### src/rtl/axi_rw_txn_scheduler.sv
// One-outstanding-transaction gate for the bridge's AXI slave port.
// Round-robin read/write arbitration, completion tracking and a sticky watchdog flag.
module axi_rw_txn_scheduler #(
  parameter bit          WR_FIRST       = 1'b1,
  parameter int unsigned TO_WIDTH       = 16,
  parameter int unsigned TIMEOUT_CYCLES = 1024
) (
  input  logic ACLK,
  input  logic ARESETN,
  input  logic S_AWVALID,
  output logic S_AWREADY,
  output logic M_AWVALID,
  input  logic M_AWREADY,
  input  logic S_WVALID,
  output logic S_WREADY,
  output logic M_WVALID,
  input  logic M_WREADY,
  input  logic S_ARVALID,
  output logic S_ARREADY,
  output logic M_ARVALID,
  input  logic M_ARREADY,
  input  logic BVALID,
  input  logic BREADY,
  input  logic RVALID,
  input  logic RREADY,
  input  logic RLAST,
  input  logic ERR_CLR,
  output logic BUSY,
  output logic GRANT_WR,
  output logic TIMEOUT_ERR
);

  localparam bit WD_EN = (TIMEOUT_CYCLES != 32'd0);
  localparam logic [TO_WIDTH-1:0] WD_LAST =
    TO_WIDTH'((TIMEOUT_CYCLES == 32'd0) ? 32'd0 : TIMEOUT_CYCLES - 32'd1);

  typedef enum logic [2:0] {
    IDLE    = 3'd0,
    WR_ADDR = 3'd1,
    WR_RESP = 3'd2,
    RD_ADDR = 3'd3,
    RD_DATA = 3'd4
  } state_t;

  state_t              state;
  state_t              state_nxt;
  logic                last_wr;
  logic [TO_WIDTH-1:0] wd_cnt;
  logic                aw_hs;
  logic                ar_hs;
  logic                w_hs;
  logic                b_hs;
  logic                r_hs;
  logic                progress;
  logic                err_set;

  // State register
  always_ff @(posedge ACLK or negedge ARESETN) begin
    if (!ARESETN) state <= IDLE;
    else          state <= state_nxt;
  end

  // Next-state logic
  always_comb begin
    state_nxt = state;
    unique case (state)
      IDLE: begin
        if (S_AWVALID && (!S_ARVALID || !last_wr)) state_nxt = WR_ADDR;
        else if (S_ARVALID)                         state_nxt = RD_ADDR;
      end
      WR_ADDR: if (S_AWVALID && M_AWREADY)         state_nxt = WR_RESP;
      WR_RESP: if (BVALID && BREADY)               state_nxt = IDLE;
      RD_ADDR: if (S_ARVALID && M_ARREADY)         state_nxt = RD_DATA;
      RD_DATA: if (RVALID && RREADY && RLAST)      state_nxt = IDLE;
      default:                                     state_nxt = IDLE;
    endcase
  end

  // Handshake gating straight from the current state, no added latency
  always_comb begin
    M_AWVALID = 1'b0;
    S_AWREADY = 1'b0;
    M_WVALID  = 1'b0;
    S_WREADY  = 1'b0;
    M_ARVALID = 1'b0;
    S_ARREADY = 1'b0;
    BUSY      = (state != IDLE);
    GRANT_WR  = (state == WR_ADDR) || (state == WR_RESP);
    if (state == WR_ADDR) begin
      M_AWVALID = S_AWVALID;
      S_AWREADY = M_AWREADY;
    end
    if (GRANT_WR) begin
      M_WVALID = S_WVALID;
      S_WREADY = M_WREADY;
    end
    if (state == RD_ADDR) begin
      M_ARVALID = S_ARVALID;
      S_ARREADY = M_ARREADY;
    end
  end

  // Round-robin memory: remembers the direction of the last grant
  always_ff @(posedge ACLK or negedge ARESETN) begin
    if (!ARESETN) begin
      last_wr <= ~WR_FIRST;
    end else if (state == IDLE) begin
      if (state_nxt == WR_ADDR)      last_wr <= 1'b1;
      else if (state_nxt == RD_ADDR) last_wr <= 1'b0;
    end
  end

  assign aw_hs    = (state == WR_ADDR) && S_AWVALID && M_AWREADY;
  assign ar_hs    = (state == RD_ADDR) && S_ARVALID && M_ARREADY;
  assign w_hs     = GRANT_WR && S_WVALID && M_WREADY;
  assign b_hs     = BVALID && BREADY;
  assign r_hs     = RVALID && RREADY;
  assign progress = aw_hs || ar_hs || w_hs || b_hs || r_hs;
  assign err_set  = WD_EN && (state != IDLE) && !progress && (wd_cnt == WD_LAST);

  // Stall counter: restarts on any channel progress, saturates otherwise
  always_ff @(posedge ACLK or negedge ARESETN) begin
    if (!ARESETN) begin
      wd_cnt <= '0;
    end else if (!WD_EN || (state == IDLE) || progress) begin
      wd_cnt <= '0;
    end else if (wd_cnt != '1) begin
      wd_cnt <= wd_cnt + TO_WIDTH'(1);
    end
  end

  // Sticky error; a new timeout outranks a simultaneous clear
  always_ff @(posedge ACLK or negedge ARESETN) begin
    if (!ARESETN)     TIMEOUT_ERR <= 1'b0;
    else if (err_set) TIMEOUT_ERR <= 1'b1;
    else if (ERR_CLR) TIMEOUT_ERR <= 1'b0;
  end

endmodule

### config.mk
export PLATFORM = sky130hd
export DESIGN_NAME = axi_rw_txn_scheduler
export DESIGN_NICKNAME = d
export VERILOG_FILES = /design/src/rtl/axi_rw_txn_scheduler.sv
export SDC_FILE = /design/constraint.sdc
export NUM_CORES = 1
export LEC_CHECK = 0
export ABC_AREA = 1
export BUFFER_PORTS_ARGS = -buffer_cell sky130_fd_sc_hd__buf_2
export CORE_UTILIZATION = 42
export DETAILED_ROUTE_END_ITERATION = 6
export PLACE_DENSITY = 0.69
export SLEW_MARGIN = 0
export SYNTH_ARGS = -nofsm -noshare
export SYNTH_HDL_FRONTEND = slang
export SYNTH_SLANG_ARGS = --single-unit
### constraint.sdc
create_clock -name ACLK -period 1.4 [get_ports ACLK]
set_clock_uncertainty 0.05 [all_clocks]
set_input_delay 0.14 -clock ACLK [delete_from_list [all_inputs] [get_ports ACLK]]
set_output_delay 0.14 -clock ACLK [all_outputs]
set_load 0.05 [all_outputs]
# After elaboration in Yosys (flattened, before gate mapping)
# Index checks and enable logic that the tools add are counted.
# word_totals
regBits	21
inputBits	14
out_inout_bits	9
wordCells	62
# classes
add_sub_neg	1
n_eq_ne	8
muxes	19
n_reduce_logical	30
# ops
operator	count
$mux W16	2
$mux W3	6
$add A16 B1 Y16 const B	1
$eq A16 B10 Y1 const B	1
$ne A16 B16 Y1 const B	1
$pmux W3 S5	1
$logic_and A1 B1 Y1	14
$mux W1	10
$eq A3 B2 Y1 const B	3
$logic_or A1 B1 Y1	7
$eq A3 B1 Y1 const B	2
$reduce_bool A2 Y1	3
$eq A3 B3 Y1 const B	1
$logic_not A1 Y1	3
$logic_not A3 Y1	1
$reduce_bool A3 Y1	1
$reduce_and A2 Y1	1

# Longest topological paths before layout
# logic_depth
depth_word	11
depth_mapped	9
depth_no_buf	9

# Least setup slack after synthesis
# No wires, ideal clock.
# synth_path
path_kind	reg-to-output
startpoint	register state[1]
endpoint	output M_WVALID
t_arrival_ns	1.401
t_required_ns	1.210
path_slack_ns	-0.191
path_stages_with_launch	4
path_buffers	0
path_cell_list	dfrtp_1 -> nor2_2 -> nand2_1 -> a21oi_1
# synth_via
elab_chain_cells	3
elab_cells_between_ends	4
cone_classes	eq/ne: 2; mux: 1; reduce/logical: 1
# synth_rtl
item	line_no	source
start: declaration	45	state_t state;
start signal: assignment	60	else state <= state_nxt;
$eq A3 B1 Y1 or $eq A3 B2 Y1 (tied branches)	88	GRANT_WR = (state == WR_ADDR) || (state == WR_RESP);
$logic_or A1 B1 Y1 *	88	
$mux W1 *	93	if (GRANT_WR) begin
end: declaration	16	output logic M_WVALID,
# Every way passes the cells marked *; elsewhere a longest branch is shown, timed or not.

# Worst setup path in the final report
# layout_path
startpoint	register state[2]
endpoint	output S_WREADY
# layout_via
elab_chain_cells	3
elab_cells_between_ends	4
cone_classes	eq/ne: 2; mux: 1; reduce/logical: 1
# layout_rtl
item	line_no	source
$eq A3 B1 Y1 or $eq A3 B2 Y1 (tied branches)	88	
$logic_or A1 B1 Y1 *	88	
$mux W1 *	93	
end: declaration	15	output logic S_WREADY,
# Marks and branches as above.

==> impl_metrics.xml <==
<?xml version="1.0" encoding="UTF-8"?>
<metrics>
  <group name="outcome">
    <metric name="status" unit="">finished, violations left</metric>
    <metric name="violations_in_the_final_reports" unit="">negative setup slack</metric>
  </group>
  <group name="run">
    <metric name="maxCapViolCount" unit="">0</metric>
  </group>
  <group name="synth">
    <metric name="synth_cell_area" unit="µm²">1376</metric>
    <metric name="synth_cells" unit="">182</metric>
    <metric name="synthesis.area_per_instance" unit="µm²">7.562</metric>
    <metric name="yosysWarningCount" unit="">0</metric>
    <metric name="postSynthRegisterBits" unit="">21</metric>
    <metric name="synth_cell_type_count" unit="">25</metric>
    <metric name="mappedNetlistNets" unit="">197</metric>
    <metric name="seq_area_frac_synth" unit="%">38.18</metric>
  </group>
  <group name="power">
    <metric name="total_power" unit="mW">2.762</metric>
    <metric name="static-leakage-power" unit="nW">0.8949</metric>
    <metric name="irDropWorstVdd" unit="V">0.001225</metric>
    <metric name="cellPowerDensity" unit="nW/µm²">1416</metric>
  </group>
  <group name="placed_design">
    <metric name="place_hpwl" unit="µm">2404</metric>
    <metric name="pre_cts_slack" unit="ns">-0.002053</metric>
    <metric name="post_dp_cell_area" unit="µm²">1687</metric>
    <metric name="gp_congestion" unit="">0.8749</metric>
    <metric name="place.detailed.instances" unit="">262</metric>
    <metric name="port_buffers" unit="">22</metric>
  </group>
  <group name="routing">
    <metric name="detail_route.iter0.violations" unit="">76</metric>
    <metric name="dr.pass1.iters" unit="">4</metric>
    <metric name="wire_length_per_cell" unit="µm">12.76</metric>
    <metric name="detail-route-antenna-nets" unit="">0</metric>
    <metric name="total_number_of_vias" unit="">1333</metric>
    <metric name="routed_via_density" unit="">4.901</metric>
    <metric name="wl" unit="µm">3471</metric>
    <metric name="drc_errors" unit="">0</metric>
  </group>
  <group name="final_layout">
    <metric name="antenna_cells" unit="">0</metric>
    <metric name="syn_to_final_growth" unit="%">41.73</metric>
    <metric name="final_common_cell" unit="">sky130_fd_sc_hd__nand2_1</metric>
    <metric name="fillCellCount" unit="">269</metric>
    <metric name="ratio_of_cells_with_drive_above_1_in_the_final_layout" unit="%">40.79</metric>
    <metric name="post_layout_nonfiller_instances" unit="">272</metric>
    <metric name="top_library_cells_by_usage_in_the_layout_fill_and_taps_aside" unit="">sky130_fd_sc_hd__nand2_1, sky130_fd_sc_hd__inv_1, sky130_fd_sc_hd__dfrtp_1, sky130_fd_sc_hd__nor2_1</metric>
    <metric name="design.final.nets" unit="">244</metric>
    <metric name="finish.instance_area" unit="µm²">1951</metric>
    <metric name="finished_core_util" unit="%">63.37</metric>
  </group>
  <group name="grt">
    <metric name="gr-total-overflow" unit="">0</metric>
    <metric name="antenna_found_initial" unit="">0</metric>
    <metric name="global_route_wire_length_before_repair" unit="µm">5754</metric>
    <metric name="global_route.usage.total" unit="%">21.78</metric>
    <metric name="grt_pass1_vias" unit="">1283</metric>
    <metric name="grt_max_degree" unit="">22</metric>
  </group>
  <group name="floorplanning">
    <metric name="rows" unit="">20</metric>
    <metric name="design.portCount" unit="">23</metric>
    <metric name="start_util" unit="%">44.72</metric>
    <metric name="die_area" unit="µm²">3510</metric>
    <metric name="fp.dieW" unit="µm">59.25</metric>
    <metric name="die_h" unit="µm">59.25</metric>
    <metric name="placeableCoreArea" unit="µm²">3078</metric>
  </group>
  <group name="clock_network">
    <metric name="clk_latency" unit="ns">0.30</metric>
    <metric name="clock_tree_from_tritoncts" unit="">built</metric>
    <metric name="h-tree-depth" unit="">1</metric>
    <metric name="cts-root-buf" unit="">sky130_fd_sc_hd__clkbuf_4</metric>
    <metric name="cts_made_buffers" unit="">3</metric>
    <metric name="cts.reportedPaths.clkPinSlew" unit="ns">0.12</metric>
    <metric name="cts_sinks" unit="">21</metric>
    <metric name="cts-root-to-sink-buffers" unit="">2</metric>
  </group>
  <group name="sta">
    <metric name="final.hold.worst_slack" unit="ns">0.02189</metric>
    <metric name="rsz0062_at_grt" unit="">yes</metric>
    <metric name="fraction_of_the_cycle_the_final_worst_path_needs" unit="%">111.8</metric>
    <metric name="sum_of_negative_setup_slack" unit="ns">-1.804</metric>
    <metric name="timing.fmax" unit="MHz">638.9</metric>
    <metric name="timing.final.max_slew_violations" unit="">0</metric>
    <metric name="fin_ws" unit="ns">-0.1653</metric>
    <metric name="final-setup-viol-count" unit="">25</metric>
    <metric name="slew_headroom" unit="%">66.76</metric>
    <metric name="tightest_slew" unit="ns">0.4985</metric>
    <metric name="fin_crit" unit="ns">1.565</metric>
    <metric name="hold_violations" unit="">0</metric>
  </group>
  <group name="worst_hold_path">
    <metric name="min-delay-path-class" unit="">in2reg</metric>
  </group>
  <group name="critical_path">
    <metric name="critical_path.startpoint_type" unit="">register</metric>
    <metric name="critPathArrivalTime" unit="ns">1.38</metric>
    <metric name="cpMaxStageDelayCell" unit="">sky130_fd_sc_hd__dfrtp_1</metric>
    <metric name="critical-path-top-cell-by-count" unit="">sky130_fd_sc_hd__nand2_4</metric>
    <metric name="timing.critical_path.to_type" unit="">output pin</metric>
    <metric name="timing.critical_path.fanout_max" unit="">4</metric>
    <metric name="crit_path_cell_trace" unit="">inv_2 &gt; nand3_4 &gt; nand2_4 &gt; nand2_4 &gt; clkinvlp_4 &gt; buf_8</metric>
    <metric name="critPathMaxStageDelay" unit="ns">0.45</metric>
    <metric name="critPathRequiredTime" unit="ns">1.21</metric>
    <metric name="timing_worst_setup_path_type" unit="">reg2out</metric>
  </group>
</metrics>
[registers in the layout, indices dropped and copies added, names as in the netlist]
signal and flops:
wd_cnt 16, state 3, TIMEOUT_ERR 1, last_wr 1
[Yosys cell counts, drive strengths merged]
cell type	instances	share of area [%]
nor3	1	0.36
xor2	7	4.5
o21bai	1	0.55
nor2	28	9.6
inv	27	7.4
or2	1	0.45
dfrtp	21	38
a21oi	14	7.8
o2111ai	2	1.3
nand2	49	15
o21ai	6	2.2
buf	2	1.6
nand3	12	5.6
nand4	8	3.6
xnor2	2	1.3
ha	1	0.91
[path summary, 6_finish.rpt]
path	from	to	slack (ns)	cells past startpoint
worst max-delay path	state[2]	S_WREADY	-0.17	6
worst min-delay path	ERR_CLR	TIMEOUT_ERR	0.02	4
worst max register to register	state[2]	wd_cnt[14]	-0.10	9
worst min register to register	TIMEOUT_ERR	TIMEOUT_ERR	0.45	2
max in group asynchronous	ARESETN	state[1]	0.67	2
min in group asynchronous	ARESETN	wd_cnt[6]	0.27	2
[repair_timing]
action	CTS	global route
gates resized for setup	30	17
hold buffers	1	0
setup endpoints to repair	13	25
setup buffers	3	1
pin swaps	8	19
gates cloned	1	0
hold endpoints to repair	21	0
[layout make-up]
type                            count  area, µm²  area share, %
Timing Repair Buffer               43      354.1          18.15
Sequential cell                    21      528.0          27.07
Inverter                           27      107.6          5.516
Clock buffer                        3      22.52          1.155
Clock inverter                      1      5.005         0.2566
Multi-Input combinational cell    133      878.3          45.03
Tap cell                           44      55.05          2.822
[power breakdown]
part	switching (mW)	leakage, nW	internal, mW
logic	1.05	0.595	0.638
registers	0.0878	0.282	0.686
clock network	0.190	0.0177	0.106
[routing by layer]
layer / GRT usage, % / vias up / wire length [µm]
met5: 0 / - / 0
met3: 2.838 / 4 / 135
met4: 5.102 / 0 / 40
met1: 30.52 / 621 / 1611
met2: 35.47 / 33 / 1682
li1: - / 675 / -
[worst max-delay path, delay by kind of cell, from the launching register on]
kind                   cells  cell delay (ns)
buffers and inverters      3             0.35
DFF                        1             0.45
and+or+nand+nor            3             0.27
[kinds of logic after synthesis]
family / share of synthesized area [%]
adders and majority gates: 0.9089
buffers and inverters: 8.999
DFF: 38.18
AOI/OAI and AO/OA: 11.82
xor gates and xnor gates: 5.728
and+or+nand+nor: 34.36
(Power assumes the default switching activity.)
